==> config.mk <==
export PLATFORM = sky130hd
export DESIGN_NAME = poly_voice_engine
export DESIGN_NICKNAME = d
export VERILOG_FILES = /design/src/rtl/poly_voice_engine.sv
export SDC_FILE = /design/constraint.sdc
export NUM_CORES = 1
export LEC_CHECK = 0
export CAP_MARGIN = 20
export CORE_UTILIZATION = 35
export DETAILED_ROUTE_END_ITERATION = 8
export GPL_TIMING_DRIVEN = 0
export PLACE_DENSITY = 0.51
export REMOVE_ABC_BUFFERS = 1
export SYNTH_ARGS = -nofsm -noshare
export SYNTH_HDL_FRONTEND = slang
export SYNTH_SLANG_ARGS = --single-unit
==> constraint.sdc <==
create_clock -name clk -period 4.3 [get_ports clk]
set_input_delay 0.43 -clock clk [delete_from_list [all_inputs] [get_ports clk]]
set_output_delay 0.43 -clock clk [all_outputs]
set_load 0.02 [all_outputs]
==> src/rtl/poly_voice_engine.sv <==
// Polyphonic square-wave voice engine: allocates note-on events to NUM_VOICES
// oscillators (retrigger, lowest idle, else steal oldest) and outputs a registered mix.
module poly_voice_engine #(
    parameter  int NUM_VOICES = 4,
    parameter  int PERIOD_W   = 16,
    parameter  int ID_W       = 7,
    localparam int MIX_W      = $clog2(NUM_VOICES + 1),
    localparam int PTR_W      = $clog2(NUM_VOICES)
) (
    input  logic                  clk,
    input  logic                  reset,
    input  logic                  on_valid,
    output logic                  on_ready,
    input  logic [ID_W-1:0]       on_id,
    input  logic [PERIOD_W-1:0]   on_half_period,
    input  logic                  off_valid,
    input  logic [ID_W-1:0]       off_id,
    output logic [NUM_VOICES-1:0] voice_busy,
    output logic [MIX_W-1:0]      mix_out,
    output logic                  stolen
);

    typedef enum logic [1:0] {IDLE, SEARCH, LOAD} state_t;

    state_t                state, next_state;
    logic [ID_W-1:0]       lat_id;
    logic [PERIOD_W-1:0]   lat_half;
    logic [PTR_W-1:0]      steal_ptr, target, pick, match_idx, idle_idx;
    logic                  pick_steal, found_match, found_idle, handshake;
    logic [MIX_W-1:0]      mix_next;

    logic [ID_W-1:0]       v_id   [NUM_VOICES];
    logic [PERIOD_W-1:0]   v_half [NUM_VOICES];
    logic [PERIOD_W-1:0]   v_cnt  [NUM_VOICES];
    logic [NUM_VOICES-1:0] v_phase;

    assign handshake = on_valid && on_ready;

    // NOTE: every variable assigned in always_comb gets a default first, so no path infers a latch.
    always_comb begin
        found_match = 1'b0;
        found_idle  = 1'b0;
        match_idx   = '0;
        idle_idx    = '0;
        pick        = steal_ptr;
        pick_steal  = 1'b0;
        // Descending scan so the lowest matching/idle index wins.
        for (int i = NUM_VOICES - 1; i >= 0; i--) begin
            if (voice_busy[i] && v_id[i] == lat_id) begin
                found_match = 1'b1;
                match_idx   = PTR_W'(i);
            end
            if (!voice_busy[i]) begin
                found_idle = 1'b1;
                idle_idx   = PTR_W'(i);
            end
        end
        if (found_match) begin
            pick = match_idx;
        end else if (found_idle) begin
            pick = idle_idx;
        end else begin
            pick_steal = 1'b1;
        end
    end

    always_comb begin
        next_state = state;
        case (state)
            IDLE:    if (handshake) next_state = SEARCH;
            SEARCH:  next_state = (lat_half == '0) ? IDLE : LOAD;
            LOAD:    next_state = IDLE;
            default: next_state = IDLE;
        endcase
    end

    // NOTE: sequential state uses non-blocking assignments so all registers update from pre-edge values.
    always_ff @(posedge clk) begin
        if (!reset) begin
            state     <= IDLE;
            on_ready  <= 1'b0;
            stolen    <= 1'b0;
            steal_ptr <= '0;
            target    <= '0;
            lat_id    <= '0;
            lat_half  <= '0;
        end else begin
            state    <= next_state;
            // Registered so on_ready stays low through reset and rises the cycle after release.
            on_ready <= (next_state == IDLE);
            stolen   <= (state == SEARCH) && (lat_half != '0) && pick_steal;
            if (handshake) begin
                lat_id   <= on_id;
                lat_half <= on_half_period;
            end
            if (state == SEARCH) begin
                target <= pick;
            end
            if (state == LOAD && stolen) begin
                steal_ptr <= (steal_ptr == PTR_W'(NUM_VOICES - 1)) ? '0 : steal_ptr + 1'b1;
            end
        end
    end

    always_comb begin
        mix_next = '0;
        for (int i = 0; i < NUM_VOICES; i++) begin
            mix_next = mix_next + MIX_W'(voice_busy[i] & v_phase[i]);
        end
    end

    // NOTE: the per-voice registers are a handful of flops, not a RAM, so they are all reset to a clean idle state.
    always_ff @(posedge clk) begin
        if (!reset) begin
            for (int i = 0; i < NUM_VOICES; i++) begin
                v_id[i]   <= '0;
                v_half[i] <= '0;
                v_cnt[i]  <= '0;
            end
            v_phase    <= '0;
            voice_busy <= '0;
            mix_out    <= '0;
        end else begin
            for (int i = 0; i < NUM_VOICES; i++) begin
                // Load takes priority over a same-cycle note-off of the same voice.
                if (state == LOAD && target == PTR_W'(i)) begin
                    v_id[i]       <= lat_id;
                    v_half[i]     <= lat_half;
                    v_cnt[i]      <= '0;
                    v_phase[i]    <= 1'b0;
                    voice_busy[i] <= 1'b1;
                end else if (off_valid && voice_busy[i] && v_id[i] == off_id) begin
                    v_cnt[i]      <= '0;
                    v_phase[i]    <= 1'b0;
                    voice_busy[i] <= 1'b0;
                end else if (voice_busy[i]) begin
                    if (v_cnt[i] == v_half[i] - PERIOD_W'(1)) begin
                        v_cnt[i]   <= '0;
                        v_phase[i] <= ~v_phase[i];
                    end else begin
                        v_cnt[i] <= v_cnt[i] + PERIOD_W'(1);
                    end
                end
            end
            mix_out <= mix_next;
        end
    end

endmodule

### After elaboration in Yosys (flattened, before gate mapping)

Memory sizes are Yosys's and may differ from the RTL's.
Cells that the tools add are included.

| operators by class | value |
|---|---|
| $add $sub $neg | 12 |
| eq/ne operators | 18 |
| muxes and demuxes | 133 |
| bitwise gates (word level) | 33 |
| reductions and logical operators | 37 |

Operators with widths:

| kind | number |
|---|---|
| 2-to-1 mux 16 bit | 20 |
| 2-to-1 mux 1 bit | 95 |
| adder 16 x 1 -> 16 bit (second input constant) | 4 |
| == test 16 bit | 4 |
| subtractor 16 x 1 -> 16 bit (second input constant) | 4 |
| == test 7 bit | 8 |
| 2-to-1 mux 7 bit | 4 |
| 2-to-1 mux 2 bit | 13 |
| bitwise OR 1 bit | 24 |
| logical AND 1 bit | 20 |
| zero test 16 bit | 1 |
| nonzero test 16 bit | 1 |
| OR reduction 3 bit | 4 |
| == test 2 bit (second input constant) | 4 |
| AND reduction 2 bit | 4 |
| nonzero test 2 bit | 4 |
| zero test 2 bit | 3 |
| inverter 1 bit | 5 |
| AND 1 bit | 4 |
| == test 2 x 1 -> 1 bit (second input constant) | 2 |
| case mux 2 bit (2 select lines) | 1 |
| adder 2 x 1 -> 3 bit | 1 |
| adder 3 x 1 -> 3 bit | 1 |
| adder 1 x 1 -> 2 bit | 1 |
| adder 2 x 1 -> 2 bit (second input constant) | 1 |

| word-level totals | value |
|---|---|
| register bits | 42 |
| bits in writable memories | 156 |
| word-level logic and storage cells | 252 |
| memories kept | 3 |

Memories:

| name | depth | width | rd ports | clocked after memory_dff | write ports | RTL line | source |
|---|---|---|---|---|---|---|---|
| v_cnt | 4 | 16 | 4 | 0 | 4 | 34 | `logic [PERIOD_W-1:0] v_cnt [NUM_VOICES];` |
| v_half | 4 | 16 | 4 | 0 | 4 | 33 | `logic [PERIOD_W-1:0] v_half [NUM_VOICES];` |
| v_id | 4 | 7 | 4 | 0 | 4 | 32 | `logic [ID_W-1:0] v_id [NUM_VOICES];` |

### Depth between registers and ports, before layout

| depth | value |
|---|---|
| word-level depth | 10 |
| depth in mapped cells | 12 |

### Worst setup path after synthesis

No wires, ideal clock.

| timing path | value |
|---|---|
| path kind | register -> register |
| from | register state[1] |
| to | memory v_cnt[2][10] (data pin) |
| setup time | 257 ps |
| data arrival time | 3220 ps |
| data required time | 4043 ps |
| path slack | 823 ps |
| stages on the path, launching flop included | 9 |
| buffers on the path | 1 |
| period minus slack after synthesis | 3477 ps |
| path through | dfxtp_1 nor2b_1 nand2_1 o21ai_0 a21oi_1 and2_1 o31ai_4 buf_2 nor2_1 |

RTL lines:

| element | RTL line | source |
|---|---|---|
| start: declaration | 25 | `state_t state, next_state;` |
| start signal: assignment | 88 | `state <= next_state;` |
| end: declaration | 34 |  |

==> metrics <==
status finished clean; Critical Path AT 3.92 ns; commonest non-fill, non-tap cell in the layout edfxtp_1; GRT Util Overall 16.86%; Final Wtd Congestion 0.7854; Clock Latency Late Sink 0.45 ns; Hold Violations, Final 0; number of buffers created by CTS 17; Post-synth EDFFs 156; die area 32920 µm²; pin count of the biggest net entering global routing 57; CTS resizes 0; Synthesis Warnings 0; drt via density 5.154; Worst Setup End Kind flop; Pwr per Cell Area 336.3 nW/µm²; worst-path maximum fanout 16; most frequent cells in the layout 156 x edfxtp_1, 118 x xnor2_1, 113 x nor2_1; Area Growth Syn to Fin 13.09%; Worst Hold Class primary input to flop; post-synthesis mux area share 0.4553%; DRT Pass-1 Iters 5; initial core utilization 35.62%; row count 65; post-route insts no fill 1547; Distinct cells, synth 70; RSZ-0062 raised after global routing no; Setup crit start kind flop; diode count 0; Antenna Nets Post-Route 0; # hold bufs at CTS 0; Synth Area in Simple Gates 24.93%; Post-CTS Setup Bufs 0; antenna violations before repair 0; Root Driver clkbuf_16; layout cells sized above 1 5.240%; dpl cells 1513; H-tree Lvls 4; via count 7974; max_cap viols 0; vias in the first global route 7799; largest family of logic cells by synthesized area simple AND/OR/NAND/NOR gates; synthesized area 11270 µm²; die width 181.4 µm; setup violators final 0; drt first-iter violations 490; WS Path Type flop to flop; Longest Clk Path Bufs 2; skew final 0.01532 ns; Synth Area in Adders 1.399%; Slew Limit Headroom 30.23%; final period demand of the worst path 3.733 ns; Residual DRC 0; Synth Area per Inst 10.13 µm²; worst-margin pin slew 1.044 ns; Post-Place Setup Slack 0.3686 ns; fin. max-slew vios 0; Worst Path Required 4.48 ns; Core Region 31640 µm²; Synth Area in XOR/XNOR 14.81%; VDD IR max 293.9 µV; sequential share of the synthesized area 49.03%; Final WS setup 0.5673 ns; top_reg_cell synth edfxtp_1; HPWL after DPL 18830 µm; fin crit share 86.81%; Overflow after GRT 0; global-route wire length before repair 42990 µm; CTS tree yes; die height 181.4 µm; clock-pin slew on the worst setup and hold paths 0.09 ns; count of port buffers added during placement 42; drt total wl 26800 µm; I/O pins 43; Nets 1178; CTS sink cnt 198; Synth Register Bits 198; Max Clock Freq 267.9 MHz; Async SR Flop Fraction 0%; Lkg Pwr 4.292 nW; DR WL/cell 17.32 µm; Mapped Cells 1112; compound-gate portion of the synthesized area 6.895%
-- sequential cells by signal, summed over array words and instances, names as in the netlist --
name,cells
lat_half,16
lat_id,7
mix_out,3
on_ready,1
state,2
steal_ptr,2
stolen,1
target,2
v_cnt,64
v_half,64
v_id,28
v_phase,4
voice_busy,4
-- layer usage --
| metal | up-vias | global-route usage (%) | share of wire, % | routed length (µm) |
|---|---|---|---|---|
| met4 | 0 | 4.373 | 1.0 | 278 |
| met3 | 15 | 2.908 | 3.4 | 902 |
| met5 | - | 0 | 0 | 0 |
| met2 | 119 | 27.75 | 47 | 12660 |
| met1 | 3861 | 22.88 | 48 | 12950 |
| li1 | 3979 | - | - | - |
-- power by group --
group | internal [mW] | switching (mW) | total [mW]
Combinational | 0.174 | 0.188 | 0.362
Sequential | 2.13 | 0.113 | 2.24
Clock | 0.802 | 0.876 | 1.68
-- cell type report --
| type | instances | area, µm² |
|---|---|---|
| Fill cell | 3040 | 18890 |
| Sequential cell | 198 | 5525 |
| Multi-Input combinational cell | 843 | 5475 |
| Timing Repair Buffer | 49 | 535.5 |
| Tap cell | 402 | 503.0 |
| Clock buffer | 17 | 425.4 |
| Clock inverter | 15 | 192.7 |
| Inverter | 23 | 86.33 |
-- path summary, 6_finish.rpt --
check                from           end  slack [ns]  depth (start not counted)
max          v_half[2][0]  v_cnt[2][13]        0.57                          9
min                 reset  lat_half[11]        0.36                          2
max reg2reg  v_half[2][0]  v_cnt[2][13]        0.57                          9
min reg2reg  steal_ptr[1]  steal_ptr[1]        0.49                          2
-- cells in the mapped netlist, types with 5 or more instances --
cell type,n,area (µm²)
or3_1,9,56.30
edfxtp_1,156,4684
inv_1,23,86.33
a21oi_1,13,65.06
nor2_1,113,424.2
ha_1,11,137.6
a31oi_1,8,50.05
or2_2,6,37.54
or4_1,12,90.09
nand3b_1,6,45.04
nand2b_1,14,87.58
xor2_1,70,613.1
and3_1,32,200.2
a21boi_0,28,210.2
o21ai_0,17,85.08
clkbuf_1,43,161.4
nor3b_1,5,37.54
nand2_1,96,360.4
nor2b_1,10,62.56
o211ai_1,5,37.54
nor3_1,29,145.1
nand3_1,46,230.2
nor4_1,15,93.84
nor4b_1,6,52.55
nand4_1,33,206.5
and2_1,80,500.5
dfxtp_1,42,840.8
xnor2_1,118,1033
-- through the flow --
step | hold WS [ns] | cell area [µm²] | TNS (ns) | util, % | total power [mW]
floorplan | 0.4487 | 11080 | 0 | - | 2.494
global placement | 0.4666 | 12000 | -150.05 | 37.93 | 2.641
detailed placement | 0.4766 | 12080 | 0 | 38.19 | 2.649
CTS | 0.3422 | 12700 | 0 | 40.15 | 4.336
global route | 0.3583 | 12740 | 0 | 40.28 | 4.446
finish | 0.3626 | 12740 | 0 | 40.28 | 4.285
-- cell families after synthesis --
group | Yosys count
buffers and inverters | 71
flip-flops | 198
XOR/XNOR | 189
AND/OR/NAND/NOR | 530
multiplexers | 5
adder cells (fa/ha/maj) | 12
AO/OA/AOI/OAI | 107
-- critical path, stage by stage (launching register included) --
cell and delay (ns):
edfxtp_1 0.52, inv_1 0.10, ha_1 0.32, nor4b_1 0.79, nand4b_1 0.18, nor2_1 0.12, o21ai_0 0.07, or4_1 0.62
o31ai_4 0.61, nor2_1 0.11
No activity file was read; power rests on OpenSTA's default activity.
